### config.mk
export PLATFORM = sky130hd
export DESIGN_NAME = mips_perf_monitor
export DESIGN_NICKNAME = d
export VERILOG_FILES = /design/src/rtl/mips_perf_pkg.sv /design/src/rtl/perf_counter.sv /design/src/rtl/mips_perf_monitor.sv
export SDC_FILE = /design/constraint.sdc
export NUM_CORES = 1
export LEC_CHECK = 0
export CORE_MARGIN = 1.5
export CORE_UTILIZATION = 55
export CTS_BUF_LIST = sky130_fd_sc_hd__clkbuf_16
export DETAILED_ROUTE_END_ITERATION = 10
export GPL_ROUTABILITY_DRIVEN = 1
export PLACE_DENSITY = 0.79
export REMOVE_ABC_BUFFERS = 1
export SLEW_MARGIN = 15
export SYNTH_ARGS = -nofsm -noshare
export SYNTH_HDL_FRONTEND = slang
export SYNTH_SLANG_ARGS = --single-unit
### constraint.sdc
create_clock -name clk -period 6.2 [get_ports clk]
set_clock_uncertainty 0.1 [all_clocks]
set_input_delay 0.62 -clock clk [delete_from_list [all_inputs] [get_ports clk]]
set_output_delay 0.62 -clock clk [all_outputs]
set_load 0.05 [all_outputs]
### src/rtl/mips_perf_pkg.sv
//------------------------------------------------------------------------------
// Module   : mips_perf_pkg
// Brief    : Shared state encoding and counter-select indices for the perf monitor.
// Revision : 1.0 - initial release
//------------------------------------------------------------------------------
`default_nettype none

package mips_perf_pkg;

    typedef enum logic [1:0] {
        ST_IDLE  = 2'd0,
        ST_RUN   = 2'd1,
        ST_PAUSE = 2'd2,
        ST_DONE  = 2'd3
    } perf_state_t;

    localparam int SEL_CYCLES     = 0;
    localparam int SEL_EVENT_BASE = 1;

    // Store counter sits directly after the last event channel.
    function automatic int sel_stores(input int nevents);
        return nevents + 1;
    endfunction

endpackage

`default_nettype wire

### src/rtl/perf_counter.sv
//------------------------------------------------------------------------------
// Module   : perf_counter
// Brief    : Single event counter with sticky overflow and saturate/wrap option.
// Revision : 1.0 - initial release
//------------------------------------------------------------------------------
`default_nettype none

module perf_counter #(
    parameter int CNTBITS  = 32,
    parameter int SATURATE = 1
) (
    input  logic               clk,
    input  logic               rst,
    input  logic               clr,
    input  logic               inc,
    output logic [CNTBITS-1:0] count,
    output logic               ovf
);

    localparam logic [CNTBITS-1:0] c_one = {{(CNTBITS-1){1'b0}}, 1'b1};

    logic [CNTBITS-1:0] r_count;
    logic               r_ovf;
    logic               w_full;

    assign w_full = &r_count;

    always_ff @(posedge clk) begin
        if (rst || clr) begin
            r_count <= '0;
            r_ovf   <= 1'b0;
        end else if (inc) begin
            if (w_full) begin
                r_ovf <= 1'b1;
                if (SATURATE == 0) begin
                    r_count <= '0;
                end
            end else begin
                r_count <= r_count + c_one;
            end
        end
    end

    assign count = r_count;
    assign ovf   = r_ovf;

endmodule

`default_nettype wire

### src/rtl/mips_perf_monitor.sv
//------------------------------------------------------------------------------
// Module   : mips_perf_monitor
// Brief    : Cycle/event/store performance counters with completion-store freeze.
// Revision : 1.0 - initial release
//------------------------------------------------------------------------------
`default_nettype none

module mips_perf_monitor
    import mips_perf_pkg::*;
#(
    parameter int WIDTH    = 32,
    parameter int NEVENTS  = 4,
    parameter int CNTBITS  = 32,
    parameter int SATURATE = 1,
    parameter int ADDRBITS = 16
) (
    input  logic                clk,
    input  logic                rst,
    input  logic                enable,
    input  logic                clear,
    input  logic [NEVENTS-1:0]  events,
    input  logic                memwrite,
    input  logic [WIDTH-1:0]    aluout,
    input  logic [WIDTH-1:0]    writedata,
    input  logic [ADDRBITS-1:0] done_addr,
    input  logic [WIDTH-1:0]    done_data,
    input  logic [4:0]          rd_sel,
    output logic [CNTBITS-1:0]  rd_data,
    output logic [NEVENTS+1:0]  ovf,
    output logic                done,
    output logic                running
);

    localparam int c_ncnt       = NEVENTS + 2;
    localparam int c_sel_stores = sel_stores(NEVENTS);

    perf_state_t                      r_state;
    perf_state_t                      w_state_nxt;
    logic                             w_run;
    logic                             w_match;
    logic [c_ncnt-1:0]                w_inc;
    logic [c_ncnt-1:0][CNTBITS-1:0]   w_counts;
    logic [CNTBITS-1:0]               w_rd_mux;
    logic [CNTBITS-1:0]               r_rd_data;

    // Only the low address bits take part in the completion match.
    generate
        if (ADDRBITS < WIDTH) begin : g_addr_hi
            logic w_unused_addr_hi;
            assign w_unused_addr_hi = ^aluout[WIDTH-1:ADDRBITS];
        end
    endgenerate

    assign w_run   = (r_state == ST_RUN);
    assign w_match = w_run && memwrite
                     && (aluout[ADDRBITS-1:0] == done_addr)
                     && (writedata == done_data);

    always_ff @(posedge clk) begin
        if (rst) begin
            r_state <= ST_IDLE;
        end else begin
            r_state <= w_state_nxt;
        end
    end

    always_comb begin
        w_state_nxt = r_state;
        running     = 1'b0;
        done        = 1'b0;
        if (clear) begin
            w_state_nxt = ST_IDLE;
        end else begin
            case (r_state)
                ST_IDLE:  if (enable) w_state_nxt = ST_RUN;
                ST_RUN: begin
                    if (w_match)      w_state_nxt = ST_DONE;
                    else if (!enable) w_state_nxt = ST_PAUSE;
                end
                ST_PAUSE: if (enable) w_state_nxt = ST_RUN;
                ST_DONE:  w_state_nxt = ST_DONE;
                default:  w_state_nxt = ST_IDLE;
            endcase
        end
        running = (r_state == ST_RUN);
        done    = (r_state == ST_DONE);
    end

    assign w_inc[SEL_CYCLES]   = w_run;
    assign w_inc[c_sel_stores] = w_run & memwrite;

    generate
        for (genvar gi = 0; gi < NEVENTS; gi++) begin : g_event_inc
            assign w_inc[SEL_EVENT_BASE + gi] = w_run & events[gi];
        end

        for (genvar gc = 0; gc < c_ncnt; gc++) begin : g_counter
            perf_counter #(
                .CNTBITS  (CNTBITS),
                .SATURATE (SATURATE)
            ) u_cnt (
                .clk   (clk),
                .rst   (rst),
                .clr   (clear),
                .inc   (w_inc[gc]),
                .count (w_counts[gc]),
                .ovf   (ovf[gc])
            );
        end
    endgenerate

    // Unmapped selects fall through to zero.
    always_comb begin
        w_rd_mux = '0;
        for (int i = 0; i < c_ncnt; i++) begin
            if (rd_sel == 5'(i)) begin
                w_rd_mux = w_counts[i];
            end
        end
    end

    always_ff @(posedge clk) begin
        if (rst) begin
            r_rd_data <= '0;
        end else begin
            r_rd_data <= w_rd_mux;
        end
    end

    assign rd_data = r_rd_data;

endmodule

`default_nettype wire

==> flow_summary.yaml, run 1 <==
status:
  status: "completed"
placed_design:
  port-buffer-count: 149
  gp_congestion: 0.897
  dp_hpwl_mm: 26.3
synthesis:
  synth_top_family_by_area: "simple AND/OR/NAND/NOR gates"
  synth_area_leaders: "dfxtp_1, a21oi_1, a22oi_1"
  muxShareOfSynthArea_pct: 0.972
  async_reset_ff_share_pct: 0
  synth-seq-area-share_pct: 37.6
  synth_top_flop_cell: "dfxtp_1"
  synth_area_leader_cell: "dfxtp_1"
  yosys.area_share.simple_pct: 27.5
  synth_compound_area_share_pct: 23.9
  synthXorXnorAreaFrac_pct: 5.11
  ys_ff_latch: 232
  syn-instance-count: 1493
  synth_cell_types: 70
  ys_warn_count: 0
  synth_edf_count: 0
  synthesis.area_sq_mm: 0.0124
  synthAdderAreaFrac_pct: 0.689
  netlist.area_leader.share_pct: 37.6
  synth_area_per_cell_sq_um: 8.27
global_route:
  grt_remaining_overflow: 0
  grt_pass1_wl_mm: 60.4
  grt.total_usage_pct: 31.5
  grt_pass1_vias: 11800
  grt_max_degree: 109
  grt_antenna_before_repair: 0
drt:
  drtPass1Iterations: 9
  drcViolationCount: 0
  detail-route-antenna-nets: 0
  via_count: 12700
  routed_wl_mm: 37.4
  first_iter_violations: 1412
  vias_per_cell: 6.72
  routedWlPerCell_um: 19.8
layout:
  final_net_count: 1724
  final_common_cell: "dfxtp_1"
  drive_gt1_share_pct: 4.91
  layout_common_cells: "dfxtp_1, clkdlybuf4s50_1, a21oi_1, nand2_1, or3_1"
  antenna_cells: 0
  syn_to_final_growth_pct: 19.3
cts:
  postCtsSetupBuffers: 0
  clkSinkCount: 232
  cts_buffer_depth: 3
  path_clk_slew_ns: 0.06
  ctsResizeCount: 0
  clk_latency_ns: 0.53
  h-tree-depth: 1
  cts_made_buffers: 26
  cts-root-buf: "clkbuf_16"
  postCtsHoldBufs: 0
  cts_tree: "yes"
sta:
  tightest_slew_ns: 1.15
  rsz0062_at_grt: "false"
  fin_hold_ws_ns: 0.377
  setup_violations: 0
  max_freq_mhz: 289
  hold_viol_final: 0
  setup_tns_ns: 0
  final.period_utilization_pct: 55.9
  min_period_ns: 3.46
  slew_viol_final: 0
  maxSlewHeadroom_pct: 22.9
die:
  die_height_um: 153
  die_w_um: 153
  io_pins: 166
  initial_core_util_pct: 56.3
  placementRows: 54
  die-area_sq_mm: 0.0234
  coreArea_sq_mm: 0.0220
pwr:
  peakVddDrop_uv: 167
  powerDensity_mw_per_mm2: 208
  fin_total_pwr_w: 0.00306
  leakage_nw: 4.17
worst_hold_path:
  min_path_type: "flip-flop to flip-flop"
  hold_start: "g_counter[2].u_cnt.ovf$_SDFFE_PP0P_"
worst_setup_path:
  crit_start: "r_state[0]$_SDFFE_PP0P_"
  r2r-start: "r_state[0]$_SDFFE_PP0P_"
  critical_path_class: "flip-flop to flip-flop"
  required_ns: 6.55
  cp-start-kind: "flip-flop"
  max_stage_delay_ns: 0.80
  endpoint_kind: "flip-flop"
  critPathArrivalTime_ns: 3.82
  rrSetupSlack_ns: 2.74
  cpMaxStageDelayCell: "or3_1"
  crit_fanout: 32
  cp_cell_sequence: "nand2b_1 > inv_2 > nand2_1 > or3_1 > or4_1 > a21oi_1"
flow_run:
  drv_cap: 0
[power breakdown]
part,internal [W],switching (W)
Combinational,0.0000950,0.0000900
Clock,0.000775,0.000608
Sequential,0.00149,0.00000247
Total,0.00236,0.000701
[per-layer routing]
layer  GRT usage [%]  vias up  share of wire [%]
met5               0        -                  0
met4            11.8        0                3.5
met3            4.51       97                8.4
met2            54.0      623                 48
met1            40.2     5964                 40
li1                -     6005                  -
[worst paths after layout]
kind              cells past startpoint                                         to
setup / recovery                      6  g_counter[3].u_cnt.count[26]$_SDFFE_PP0P_
hold / removal                        2        g_counter[2].u_cnt.ovf$_SDFFE_PP0P_
setup reg to reg                      6  g_counter[3].u_cnt.count[26]$_SDFFE_PP0P_
hold reg to reg                       2        g_counter[2].u_cnt.ovf$_SDFFE_PP0P_
[stage by stage]
step	std cells	worst slack (ns)	util [%]	instance area (sq um)
floorplan	1400	2.48	-	12000
global placement	1843	2.57	63.6	14000
detailed placement	1843	2.50	63.6	14000
CTS	1887	2.81	67.0	14700
global route	1888	2.55	67.1	14700
finish	1888	2.74	67.1	14700
[Yosys cell counts, drive strengths merged, types with 3 or more instances]
| cell type | count |
|---|---|
| a22oi | 78 |
| a31o | 3 |
| nand3 | 70 |
| xor2 | 18 |
| o31ai | 66 |
| o311ai | 3 |
| a31oi | 33 |
| and4 | 26 |
| and2 | 15 |
| ha | 6 |
| or2 | 8 |
| o31a | 4 |
| buf | 20 |
| nor2b | 4 |
| a21oi | 126 |
| nor2 | 55 |
| o22ai | 8 |
| a211oi | 4 |
| o2111ai | 5 |
| or4 | 65 |
| or4b | 3 |
| a221o | 6 |
| a221oi | 7 |
| o21ai | 74 |
| mux2i | 12 |
| clkbuf | 73 |
| and3 | 15 |
| a41o | 3 |
| dfxtp | 232 |
| o21a | 5 |
| nand3b | 4 |
| nor3b | 5 |
| xnor2 | 54 |
| a2111oi | 3 |
| o211ai | 15 |
| nor4 | 33 |
| nor3 | 25 |
| inv | 35 |
| nand4 | 66 |
| nand2 | 106 |
| or3 | 80 |
[kinds of logic after synthesis]
kind of cell,after synthesis
compound gates,456
xor+xnor,72
fa+ha+maj,7
buf+inv,128
flops,232
mux,12
simple gates,586
[registers in the layout, summed over array words and instances, names as in the netlist]
register,flops
g_counter.u_cnt.count,192
g_counter.u_cnt.ovf,6
r_state,2
rd_data,32
[layout make-up]
type                       instances  area (sq um)
timing repair buffer             164          1620
tap                              280           350
clock inverter                    17          68.8
clock buffer                      27           676
sequential                       232          4640
multi-input combinational       1133          7240
inverter                          35           131
fill                            1854          7220
[worst max-delay path: cells and delay by family, from the launching register on]
kind            cells  cell delay [ns]
compound gates      1             0.15
buf+inv             1             0.28
flops               1             0.62
simple gates        4             2.23
No activity file was read; power rests on OpenSTA's default activity.
==> run 2, diff against run 1 <==
Settings changed: CORE_UTILIZATION 55 to 50, PLACE_DENSITY 0.79 to 0.76.
Clock period 6.2 ns to 3 ns, I/O delays scaled along.
==> run 2 against run 1 <==
Against the previous run:
- sequential share of layout area decreased by 0.91 points
- sequential power up 110%
- total power rose by 110%
- clock power up 110%
- highest routed layer unchanged
- first-iteration DRC count increased by 16%
- die area grew 9.8%
- wire length up 2.3%
- sequential cell count is the same
==> flow_summary.yaml, run 2 (synthesis results as in run 1) <==
placed_design:
  place_ws_ns: 0.370
  port-buffer-count: 149
  gp_congestion: 0.947
  dp_hpwl_mm: 28.1
  dp.cells: 1929
die:
  coreArea_sq_mm: 0.0242
  initial_core_util_pct: 50.9
  die_height_um: 160
  die-area_sq_mm: 0.0257
  die_w_um: 160
  io_pins: 166
  placementRows: 57
sta:
  slew_viol_final: 0
  max_freq_mhz: 357
  tightest_slew_ns: 0.830
  maxSlewHeadroom_pct: 44.6
  hold_viol_final: 0
  fin_ws_ns: 0.203
  setup_violations: 0
  rsz0062_at_grt: "false"
  min_period_ns: 2.80
  final.period_utilization_pct: 93.2
layout:
  drive_gt1_share_pct: 7.39
  syn_to_final_growth_pct: 22.8
  final_common_cell: "dfxtp_1"
  final_cells: 1975
  layout_common_cells: "dfxtp_1, clkdlybuf4s50_1, a21oi_1, nand2_1, or3_1"
  largest_register_ffs: 192
  antenna_cells: 0
  final_net_count: 1765
  fillers: 2124
worst_setup_path:
  reg2regPathDepth: 6
  cp-start-kind: "flip-flop"
  required_ns: 2.60
  r2r-start: "r_state[1]$_SDFFE_PP0P_"
  crit_fanout: 9
  rrSetupSlack_ns: 0.40
  endpoint_kind: "primary output"
  rr_endpoint: "g_counter[3].u_cnt.count[18]$_SDFFE_PP0P_"
  critPathArrivalTime_ns: 2.40
  critical_path_class: "flip-flop to primary output"
drt:
  drcViolationCount: 0
  drtPass1Iterations: 5
  vias_per_cell: 6.47
  detail-route-antenna-nets: 0
  routed_wl_mm: 38.2
  first_iter_violations: 1641
  routedWlPerCell_um: 19.4
  via_count: 12800
pwr:
  p_int_w: 0.00494
  peakVddDrop_uv: 401
  switching_share_pct: 23.3
  clockPowerShare_pct: 45.8
  p_switching_w: 0.00150
  powerDensity_mw_per_mm2: 425
  seq_power_share_pct: 47.9
  combPwrFrac_pct: 6.3
  leakage_nw: 4.39
cts:
  postCtsHoldBufs: 0
  cts_tree: "yes"
  cts_buffer_depth: 3
  cts-root-buf: "clkbuf_16"
  clk_latency_ns: 0.54
  path_clk_slew_ns: 0.06
  postCtsSetupBuffers: 0
  cts_made_buffers: 26
  clkSinkCount: 232
  ctsResizeCount: 0
  h-tree-depth: 1
global_route:
  grt.total_usage_pct: 28.9
  grt_pass1_vias: 11500
  grt_antenna_before_repair: 0
  grt_pass1_wl_mm: 60.1
  grt_remaining_overflow: 0
  grt_max_degree: 55
worst_hold_path:
  min_to: "r_state[0]$_SDFFE_PP0P_"
  min_path_type: "primary input to flip-flop"
  hold_start: "enable"
  hold-path-cell-count: 3
flow_run:
  drv_cap: 0
status:
  status: "completed"
## run 2: changes by cell type in the layout (fill, tap and decap cells not counted)
cell	change
buf_12	+5
buf_4	+37
buf_8	-1
bufinv_16	+1
clkbuf_16	-1
clkinv_1	+2
clkinv_2	+2
clkinv_8	+1
inv_1	-3
nor4_1	+1
nor4_2	-1
## run 2: worst max path at each step
| stage | slack (ns) | to | startpoint |
|---|---|---|---|
| floorplan | -0.72 | g_counter[4].u_cnt.count[12]$_SDFFE_PP0P_ | g_counter[4].u_cnt.count[0]$_SDFFE_PP0P_ |
| global placement | 0.39 | g_counter[2].u_cnt.count[25]$_SDFFE_PP0P_ | events[1] |
| detailed placement | 0.37 | g_counter[2].u_cnt.count[25]$_SDFFE_PP0P_ | events[1] |
| CTS | 0.22 | running | r_state[1]$_SDFFE_PP0P_ |
| global route | 0.16 | running | r_state[1]$_SDFFE_PP0P_ |
| finish | 0.20 | running | r_state[1]$_SDFFE_PP0P_ |
## run 2: final cells by class
| class | count | area, sq um | area share (%) |
|---|---|---|---|
| sequential | 232 | 4640 | 30.6 |
| timing repair buffer | 205 | 1990 | 13.1 |
| tap | 324 | 405 | 2.67 |
| clock buffer | 26 | 651 | 4.29 |
| multi-input combinational | 1133 | 7230 | 47.7 |
| clock inverter | 20 | 121 | 0.800 |
| inverter | 35 | 131 | 0.866 |
## run 2: worst max-delay path: stages, from the launching register on
cell             delay (ns)
dfxtp_1                0.31
nand2b_1               0.34
inv_2                  0.34
clkdlybuf4s50_1        0.86
## run 2: stage by stage
stage | TNS (ns) | total power (W) | util (%) | hold slack (ns) | cell area [sq um]
final | 0 | 0.00644 | 62.6 | 0.322 | 15200
after CTS | 0 | 0.00647 | 62.6 | 0.315 | 15200
after detailed placement | 0 | 0.00356 | 59.4 | 0.359 | 14400
after floorplan | -28.06 | 0.00330 | - | 0.269 | 12000
after global routing | 0 | 0.00663 | 62.6 | 0.376 | 15200
after global placement | 0 | 0.00355 | 59.4 | 0.358 | 14400
## run 2: layer usage
layer	track usage (%)	share of wire, %
met2	49.4	48
met4	12.1	4.1
met3	3.30	6.9
met5	0	0
met1	36.9	41
## run 2: power groups by stage
stage	Sequential, W	Combinational, W	Clock, W
finish	0.00309	0.000407	0.00295
global route	0.00309	0.000431	0.00312
CTS	0.00309	0.000405	0.00298
detailed placement	0.00316	0.000404	0
global placement	0.00315	0.000397	0
floorplan	0.00316	0.000136	0
==> run 3, diff against run 2 <==
Settings changed: CORE_ASPECT_RATIO from default to 1.4.
==> run 3 against run 2 <==
Against the previous run:
- clock power down 4%
- sequential cell count unchanged
- fmax increased by 2.2%
- core utilization barely moved
- first-iteration DRC count shrank 27%
- combinational power decreased by 1%
- hold slack better by 0.051 ns
- global-route usage increased by 1.8 points
- register-to-register slack lost 0.06 ns
- design area fell by 0.51%
- die area about the same
- largest cell class unchanged
- largest power group unchanged
- highest routed layer unchanged
==> flow_summary.yaml, run 3 (synthesis results as in run 1) <==
cts:
  postCtsHoldBufs: 0
  cts_made_buffers: 24
  path_clk_slew_ns: 0.06
  postCtsSetupBuffers: 0
  cts_buffer_depth: 3
  ctsResizeCount: 0
  cts-root-buf: "clkbuf_16"
  cts_tree: "yes"
  h-tree-depth: 1
  clk_latency_ns: 0.53
  clkSinkCount: 232
worst_setup_path:
  cpMaxStageDelayCell: "clkdlybuf4s50_1"
  endpoint_kind: "primary output"
  crit_buf_inv: 2
  critical_path_class: "flip-flop to primary output"
  path_delay_family: "buffers and inverters"
  cp_cell_sequence: "nand2b_1 > inv_2 > clkdlybuf4s50_1"
  required_ns: 2.60
  critPathArrivalTime_ns: 2.34
  cp-start-kind: "flip-flop"
  crit_fanout: 6
  max_stage_delay_ns: 0.87
die:
  placementRows: 67
  die-area_sq_mm: 0.0257
  die_height_um: 189
  coreArea_sq_mm: 0.0241
  io_pins: 166
  die_w_um: 136
  initial_core_util_pct: 51.2
sta:
  tightest_slew_ns: 0.765
  fin_hold_ws_ns: 0.374
  rsz0062_at_grt: "false"
  slew_viol_final: 0
  setup_violations: 0
  max_freq_mhz: 365
  final.period_utilization_pct: 91.2
  hold_viol_final: 0
  maxSlewHeadroom_pct: 48.5
  min_period_ns: 2.74
layout:
  multi_input_area_sq_mm: 0.00724
  drive_gt1_share_pct: 7.29
  final_common_cell: "dfxtp_1"
  syn_to_final_growth_pct: 22.2
  stdcell_area_sq_mm: 0.0151
  final_net_count: 1762
  largest_register_ffs: 192
  layout_common_cells: "dfxtp_1, clkdlybuf4s50_1, a21oi_1, nand2_1, or3_1"
  seq_area_sq_mm: 0.00464
  fillers: 2127
  antenna_cells: 0
flow_run:
  drv_cap: 0
global_route:
  grt_remaining_overflow: 0
  grt_pass1_vias: 11900
  grt_antenna_before_repair: 0
  grt_pass1_wl_mm: 62.9
  grt.total_usage_pct: 30.7
  grt_max_degree: 45
placed_design:
  dp_hpwl_mm: 29.0
  gp_congestion: 0.934
  port-buffer-count: 149
  place_area_sq_mm: 0.0144
drt:
  routed_wl_mm: 39.4
  first_iter_violations: 1199
  drtPass1Iterations: 6
  drcViolationCount: 0
  routedWlPerCell_um: 20.1
  detail-route-antenna-nets: 0
  via_count: 12800
  vias_per_cell: 6.56
status:
  status: "completed"
worst_hold_path:
  min_path_type: "flip-flop to flip-flop"
pwr:
  leakage_nw: 4.36
  peakVddDrop_uv: 461
  powerDensity_mw_per_mm2: 420
  fin_total_pwr_w: 0.00633
-- run 3: cell types whose count changed in the layout (fill, tap and decap cells not counted) --
cell | previous run | this run
clkinv_1 | 10 | 6
clkinv_2 | 6 | 4
clkinvlp_4 | 0 | 2
inv_1 | 36 | 38
buf_12 | 6 | 5
clkbuf_16 | 26 | 25
clkinv_8 | 1 | 0
o21ai_1 | 2 | 1
o21ai_2 | 0 | 1
-- run 3: area by class of cell --
cell class              instances  area share [%]
multi-input cells            1133            47.9
flip-flops and latches        232            30.8
repair buffers                204            13.0
clock buffers                  25            4.14
well taps                     310            2.57
inverters                      35           0.870
clock inverters                17           0.680
-- run 3: final timing paths --
kind / start / depth (start not counted) / to / slack [ns]
hold / removal: g_counter[3].u_cnt.ovf$_SDFFE_PP0P_ / 2 / g_counter[3].u_cnt.ovf$_SDFFE_PP0P_ / 0.37
setup / recovery: r_state[1]$_SDFFE_PP0P_ / 3 / running / 0.26
hold reg to reg: g_counter[3].u_cnt.ovf$_SDFFE_PP0P_ / 2 / g_counter[3].u_cnt.ovf$_SDFFE_PP0P_ / 0.37
setup reg to reg: g_counter[2].u_cnt.count[0]$_SDFFE_PP0P_ / 6 / g_counter[2].u_cnt.count[22]$_SDFFE_PP0P_ / 0.34
-- run 3: metal layers --
layer / GRT usage (%) / vias up / wire length, um
li1: - / 6064 / -
met1: 36.7 / 6071 / 14900
met2: 51.9 / 564 / 19100
met4: 19.7 / 0 / 2770
met5: 0 / - / 0
met3: 3.53 / 128 / 2590
-- run 3: worst register-to-register path, cell delays in order (launching register included) --
cell and delay (ns):
dfxtp_1 0.46, ha_1 0.34, nand4_1 0.11, or4_1 0.48, or4b_1 0.60, or3_1 0.34
a21oi_1 0.16
-- run 3: per-stage QoR --
step	setup TNS [ns]	cells	util (%)	setup slack (ns)
6_report	0	1956	62.5	0.263
5_1_grt	0	1956	62.5	0.197
4_1_cts	0	1956	62.5	0.310
3_5_place_dp	0	1914	59.5	0.338
3_3_place_gp	0	1914	59.5	0.407
2_1_floorplan	-28.06	1400	-	-0.721
-- run 3: power by group --
| group | internal (W) | switching, W | total (W) |
|---|---|---|---|
| clock network | 0.00158 | 0.00126 | 0.00284 |
| logic | 0.000210 | 0.000192 | 0.000403 |
| registers | 0.00308 | 0.00000393 | 0.00309 |
| total | 0.00488 | 0.00146 | 0.00633 |
